==> config.mk <==
export PLATFORM = sky130hd
export DESIGN_NAME = fetch_unit_flat
export DESIGN_NICKNAME = d
export VERILOG_FILES = /design/src/rtl/fetch_unit_if.sv /design/src/rtl/fetch_unit.sv /design/src/flat_wrapper.sv
export SDC_FILE = /design/constraint.sdc
export NUM_CORES = 1
export LEC_CHECK = 0
export BUFFER_PORTS_ARGS = -buffer_cell sky130_fd_sc_hd__buf_4
export CORE_ASPECT_RATIO = 1.1
export CORE_UTILIZATION = 44
export CTS_BUF_LIST = sky130_fd_sc_hd__clkbuf_8
export CTS_CLUSTER_DIAMETER = 40
export DETAILED_ROUTE_END_ITERATION = 10
export PLACE_DENSITY_LB_ADDON = 0.05
export SETUP_SLACK_MARGIN = 0.15
export SLEW_MARGIN = 20
export SYNTH_ARGS = -nofsm -noshare
export SYNTH_HDL_FRONTEND = slang
export SYNTH_SLANG_ARGS = --single-unit
==> constraint.sdc <==
create_clock -name clk -period 2.05 [get_ports clk]
set_input_delay 0.3075 -clock clk [delete_from_list [all_inputs] [get_ports clk]]
set_output_delay 0.3075 -clock clk [all_outputs]
set_load 0.03 [all_outputs]
==> src/rtl/fetch_unit_if.sv <==
// Instruction-memory request/response bus between fetch_unit (master) and imem (slave).
interface fetch_unit_if #(
  parameter int XLEN = 32
) ();
  logic            imem_req;
  logic [XLEN-1:0] imem_addr;
  logic            imem_ready;
  logic            imem_rvalid;
  logic [XLEN-1:0] imem_rdata;

  modport master (
    output imem_req, imem_addr,
    input  imem_ready, imem_rvalid, imem_rdata
  );

  modport slave (
    input  imem_req, imem_addr,
    output imem_ready, imem_rvalid, imem_rdata
  );
endinterface

==> src/rtl/fetch_unit.sv <==
// Fetch stage: owns PC, issues one imem request at a time, holds the word until exec_ack.
// Optional macro FETCH_MISALIGN_TRAP_EN: misaligned next-PC redirects to TRAP_VEC and sets misalign_err.
module fetch_unit #(
  parameter int              XLEN      = 32,
  parameter logic [XLEN-1:0] RESET_PC  = 32'h0000_0000,
  parameter logic [XLEN-1:0] NOP_INSTR = 32'h0000_0013,
  parameter logic [XLEN-1:0] TRAP_VEC  = 32'h0000_0100
) (
  input  logic            clk,
  input  logic            reset,
  fetch_unit_if.master    imem,
  output logic [XLEN-1:0] instr,
  output logic            instr_valid,
  output logic [XLEN-1:0] pc,
  output logic [XLEN-1:0] pc_plus4,
  input  logic            exec_ack,
  input  logic            PCSrc,
  input  logic [XLEN-1:0] PCTarget,
  output logic [31:0]     fetch_count,
  output logic            misalign_err
);

  localparam logic [1:0] ST_REQ  = 2'd0;
  localparam logic [1:0] ST_WAIT = 2'd1;
  localparam logic [1:0] ST_HOLD = 2'd2;

  logic [1:0]      state;
  logic            vld_q;
  logic [XLEN-1:0] npc;
  logic [XLEN-1:0] pc_next;

  assign pc_plus4       = pc + XLEN'(4);
  assign npc            = PCSrc ? PCTarget : pc_plus4;
  assign imem.imem_req  = (state == ST_REQ);
  assign imem.imem_addr = pc;
  // Valid is masked by reset so the core never sees a stale word during the reset cycle.
  assign instr_valid    = vld_q & ~reset;

`ifdef FETCH_MISALIGN_TRAP_EN
  logic mis;
  logic err_q;

  assign mis          = |npc[1:0];
  assign pc_next      = mis ? TRAP_VEC : npc;
  assign misalign_err = err_q;

  always_ff @(posedge clk) begin
    if (reset)
      err_q <= 1'b0;
    else if (state == ST_HOLD && exec_ack && mis)
      err_q <= 1'b1;
  end
`else
  assign pc_next      = npc & ~XLEN'(3);
  assign misalign_err = 1'b0;
`endif

  always_ff @(posedge clk) begin
    if (reset) begin
      state       <= ST_REQ;
      pc          <= RESET_PC;
      instr       <= NOP_INSTR;
      vld_q       <= 1'b0;
      fetch_count <= 32'd0;
    end else begin
      case (state)
        ST_REQ: begin
          // rvalid is deliberately not looked at here, even alongside ready.
          if (imem.imem_ready) state <= ST_WAIT;
        end
        ST_WAIT: begin
          if (imem.imem_rvalid) begin
            instr <= imem.imem_rdata;
            vld_q <= 1'b1;
            state <= ST_HOLD;
          end
        end
        ST_HOLD: begin
          if (exec_ack) begin
            pc          <= pc_next;
            instr       <= NOP_INSTR;
            vld_q       <= 1'b0;
            fetch_count <= fetch_count + 32'd1;
            state       <= ST_REQ;
          end
        end
        default: state <= ST_REQ;
      endcase
    end
  end

endmodule

==> src/flat_wrapper.sv <==
// flat-port wrapper written by rule: the top's interface ports become plain ports
module fetch_unit_flat 
#(
  parameter int              XLEN      = 32,
  parameter logic [XLEN-1:0] RESET_PC  = 32'h0000_0000,
  parameter logic [XLEN-1:0] NOP_INSTR = 32'h0000_0013,
  parameter logic [XLEN-1:0] TRAP_VEC  = 32'h0000_0100
)
  (clk, reset, instr, instr_valid, pc, pc_plus4, exec_ack, PCSrc, PCTarget, fetch_count, misalign_err, imem_imem_req, imem_imem_addr, imem_imem_ready, imem_imem_rvalid, imem_imem_rdata);
  fetch_unit_if #(.XLEN(XLEN)) imem_i ();
  input  logic clk;
  input  logic reset;
  output logic [XLEN-1:0] instr;
  output logic instr_valid;
  output logic [XLEN-1:0] pc;
  output logic [XLEN-1:0] pc_plus4;
  input  logic exec_ack;
  input  logic PCSrc;
  input  logic [XLEN-1:0] PCTarget;
  output logic [31:0] fetch_count;
  output logic misalign_err;
  output wire logic [$bits(imem_i.imem_req)-1:0] imem_imem_req;
  output wire logic [$bits(imem_i.imem_addr)-1:0] imem_imem_addr;
  input wire logic [$bits(imem_i.imem_ready)-1:0] imem_imem_ready;
  input wire logic [$bits(imem_i.imem_rvalid)-1:0] imem_imem_rvalid;
  input wire logic [$bits(imem_i.imem_rdata)-1:0] imem_imem_rdata;
  assign imem_imem_req = imem_i.imem_req;
  assign imem_imem_addr = imem_i.imem_addr;
  assign imem_i.imem_ready = imem_imem_ready;
  assign imem_i.imem_rvalid = imem_imem_rvalid;
  assign imem_i.imem_rdata = imem_imem_rdata;
  fetch_unit #(.XLEN(XLEN), .RESET_PC(RESET_PC), .NOP_INSTR(NOP_INSTR), .TRAP_VEC(TRAP_VEC)) u_core (.clk(clk), .reset(reset), .imem(imem_i), .instr(instr), .instr_valid(instr_valid), .pc(pc), .pc_plus4(pc_plus4), .exec_ack(exec_ack), .PCSrc(PCSrc), .PCTarget(PCTarget), .fetch_count(fetch_count), .misalign_err(misalign_err));
endmodule
==> metrics.md <==
| Metric | Value |
|---|---|
| Slew headroom | `0.561` |
| Row cnt | `41` |
| Category of the most critical setup path | `reg2out` |
| LEAKAGE | `3.80 nW` |
| Vias per inst | `5.35` |
| Crit path time final | `between 2 and 2.5 ns` |
| Mean Syn Cell Area | `around 8.5 sq um` |
| Fmax | `slightly above 0.4 GHz` |
| Die area | `between 10000 and 15000 sq um` |
| HPWL Detailed | `11000 um` |
| WP data required | `1.74 ns` |
| Initial antenna violation count | `0` |
| Sequential fraction of design power | `0.491` |
| Crit. End Element | `primary output` |
| Clk_skew | `0.0146 ns` |
| I/O Buffers | `~220` |
| Total congestion overflow | `0` |
| Post-synth cell types | `57` |
| H-tree depth | `3` |
| Cell Area, Synth | `5130 sq um` |
| CTS tree | `done` |
| Worst-margin pin slew | `0.656 ns` |
| Switch Pwr | `roughly 1.1 mW` |
| Post-synthesis sequential area ratio | `0.378` |
| First-pass DRT Iterations | `4` |
| Final net count | `approximately 940` |
| First-pass GRT wire length | `~24000 um` |
| Logic gate share of total power | `0.147` |
| Routed len/inst | `15.9 um` |
| Root buf cell | `clkbuf_8` |
| Worst Hold Path Cells | `2` |
| Post-synth top area share | `0.378` |
| Max FO, Critical Path | `3` |
| Violated checks | `setup timing` |
| Most frequent cell after synthesis | `dfxtp_1` |
| Post-synth EDFFs | `0` |
| Worst skew pair latency | `0.37 ns` |
| R2R depth | `10` |
| Arrival @ worst endpoint | `around 2.1 ns` |
| DR vias | `~5500` |
| Number of warning messages in the yosys log | `0` |
| Initial Utilization | `0.449` |
| Status | `finished with violations` |
| Setup Viol. Count Final | `24` |
| Vias in the first global route | `about 4900` |
| Setup Slack @ Placement | `-0.0229 ns` |
| Final worst setup slack | `-0.354 ns` |
| Min-delay worst type | `in2reg` |
| Area of the core | `between 10000 and 15000 sq um` |
| Post-Syn Instances | `approximately 600` |
| P_int | `roughly 2.9 mW` |
| Ys flop type | `dfxtp_1` |
| Antenna Cells | `0` |
| Top cells by area, synth | `dfxtp_1 (38%), xnor2_1 (6.0%), buf_4 (5.8%)` |
| Antenna Nets Post-Route | `0` |
| MaxCap Viol Count | `0` |
| P&R area growth vs syn | `62.0%` |
| Max Root-Sink Buffers | `2` |
| Power Density | `~480 nW/um^2` |
| Initial detailed-routing violation count | `around 230` |
| Remaining DRCs | `0` |
| TritonCTS Sinks | `97` |
| RSZ-0062 raised after global routing | `yes` |
| Hold Vio Cnt, Final | `0` |
| Net Sw Frac | `0.276` |
| Max IR drop VDD | `~0.0006 V` |
| Period utilization | `1.17` |
| Synth top cells by count | `dfxtp_1 (97), nor2_1 (53), nand2_1 (41)` |
| Ports | `233` |
| Clk pwr share | `0.362` |
| Drt total wl | `16200 um` |
| Largest net degree at the start of global routing | `44` |
| Fin. max-slew vios | `0` |
| Area leader, netlist | `dfxtp_1` |
| CTS Buf Count | `9` |
| Clk slew on worst S/H paths | `0.11 ns` |
| Synth async-reset ratio | `0` |
| GP Congestion | `~0.87` |
| Die height | `roughly 120 um` |
| Hold slack | `0.152 ns` |
| Layout cells sized above 1 | `0.511` |
| Total track usage | `0.251` |
| Seq cells post-synth | `between 90 and 100` |
| Critical Path Source Type | `flip-flop` |
| Total Power | `around 4 mW` |
| DIE WIDTH | `between 100 and 150 um` |
## cells in the final DEF, fill, tap and decap left out, types with 6 or more instances in the layout
cell type  instances
a21oi_1           29
a22o_1            33
a31oi_1            9
a32o_1             6
and3_1             9
and4_1             6
buf_4            275
buf_6             47
clkbuf_8           9
conb_1             7
dfxtp_1           67
dfxtp_2           20
dfxtp_4           10
inv_1             11
mux2i_1            6
nand2_1           35
nand3_1           20
nand4_1           13
nor2_1            47
nor3_1            19
nor4_1             6
nor4_4             7
o21ai_0           20
or3_1              9
xnor2_1           23
xnor2_2           10
xor2_1             7
xor2_2             8
## path summary, 6_finish.rpt
path	slack [ns]	end	startpoint
setup / recovery	-0.35	pc_plus4[21]	u_core.imem.imem_addr[7]
hold reg to reg	0.47	u_core.instr[4]	u_core.instr[4]
setup reg to reg	-0.16	u_core.imem.imem_addr[27]	u_core.imem.imem_addr[11]
hold / removal	0.15	u_core.instr[2]	imem_imem_rdata[2]
## power by group through the flow
stage	clock network, mW	registers [mW]	logic, mW
global route	1.54	1.96	0.618
floorplan	0	2.07	0.255
CTS	1.45	1.95	0.573
detailed placement	0	1.99	0.563
finish	1.44	1.95	0.583
global placement	0	1.99	0.555
## through the flow
stage                util  setup TNS (ns)  instance area (sq um)  std cells
detailed placement  0.634         -0.0229                   7250        964
floorplan               -          -0.875                   5390        609
global route        0.727           -7.97                   8320       1021
finish              0.727           -5.78                   8320       1021
CTS                 0.693           -4.00                   7930       1001
global placement    0.634               0                   7250        964
## sequential cells by signal, indices dropped and copies added, names as in the netlist
name / flops
u_core.state: 2
u_core.vld_q: 1
u_core.fetch_count: 32
u_core.instr: 32
u_core.imem.imem_addr: 30
## per-layer routing
metal / vias to the layer above / GRT usage / part of all wire
met1: 2581 / 0.296 / 0.40
met4: 0 / 0.0817 / 0.020
met5: - / 0 / 0
li1: 2645 / - / -
met2: 212 / 0.453 / 0.52
met3: 23 / 0.0578 / 0.066
## critical path, cell delays in order (launching register included)
cell     delay [ns]
dfxtp_2        0.37
buf_4          0.12
buf_6          0.08
buf_6          0.09
and4_4         0.26
nand3_4        0.12
buf_6          0.14
nor3_4         0.24
xor2_2         0.16
buf_6          0.14
## cell families (layout without fill, tap and decap cells)
| logic type | Yosys count | in the layout | synth area share |
|---|---|---|---|
| simple gates | 230 | 230 | 0.247 |
| compound gates | 123 | 123 | 0.168 |
| flops | 97 | 97 | 0.378 |
| buf+inv | 92 | 354 | 0.100 |
| xor+xnor | 52 | 52 | 0.0887 |
| mux | 6 | 6 | 0.0117 |
| fa+ha+maj | 2 | 2 | 0.00487 |
| other cells | 1 | 7 | 0.000730 |
## area by class of cell
type,instances,area [sq um]
Multi-Input combinational cell,420,3210
Fill cell,876,3120
Timing Repair Buffer,325,2640
Sequential cell,97,2000
Tap cell,150,188
Clock buffer,9,124
Clock inverter,7,101
Inverter,13,48.8
## repair_timing
item,in CTS,in global routing
setup endpoints to repair,31,42
hold buffers,0,0
setup buffers,21,20
pin swaps,24,24
resized for setup,68,51
No activity file was read; power rests on OpenSTA's default activity.
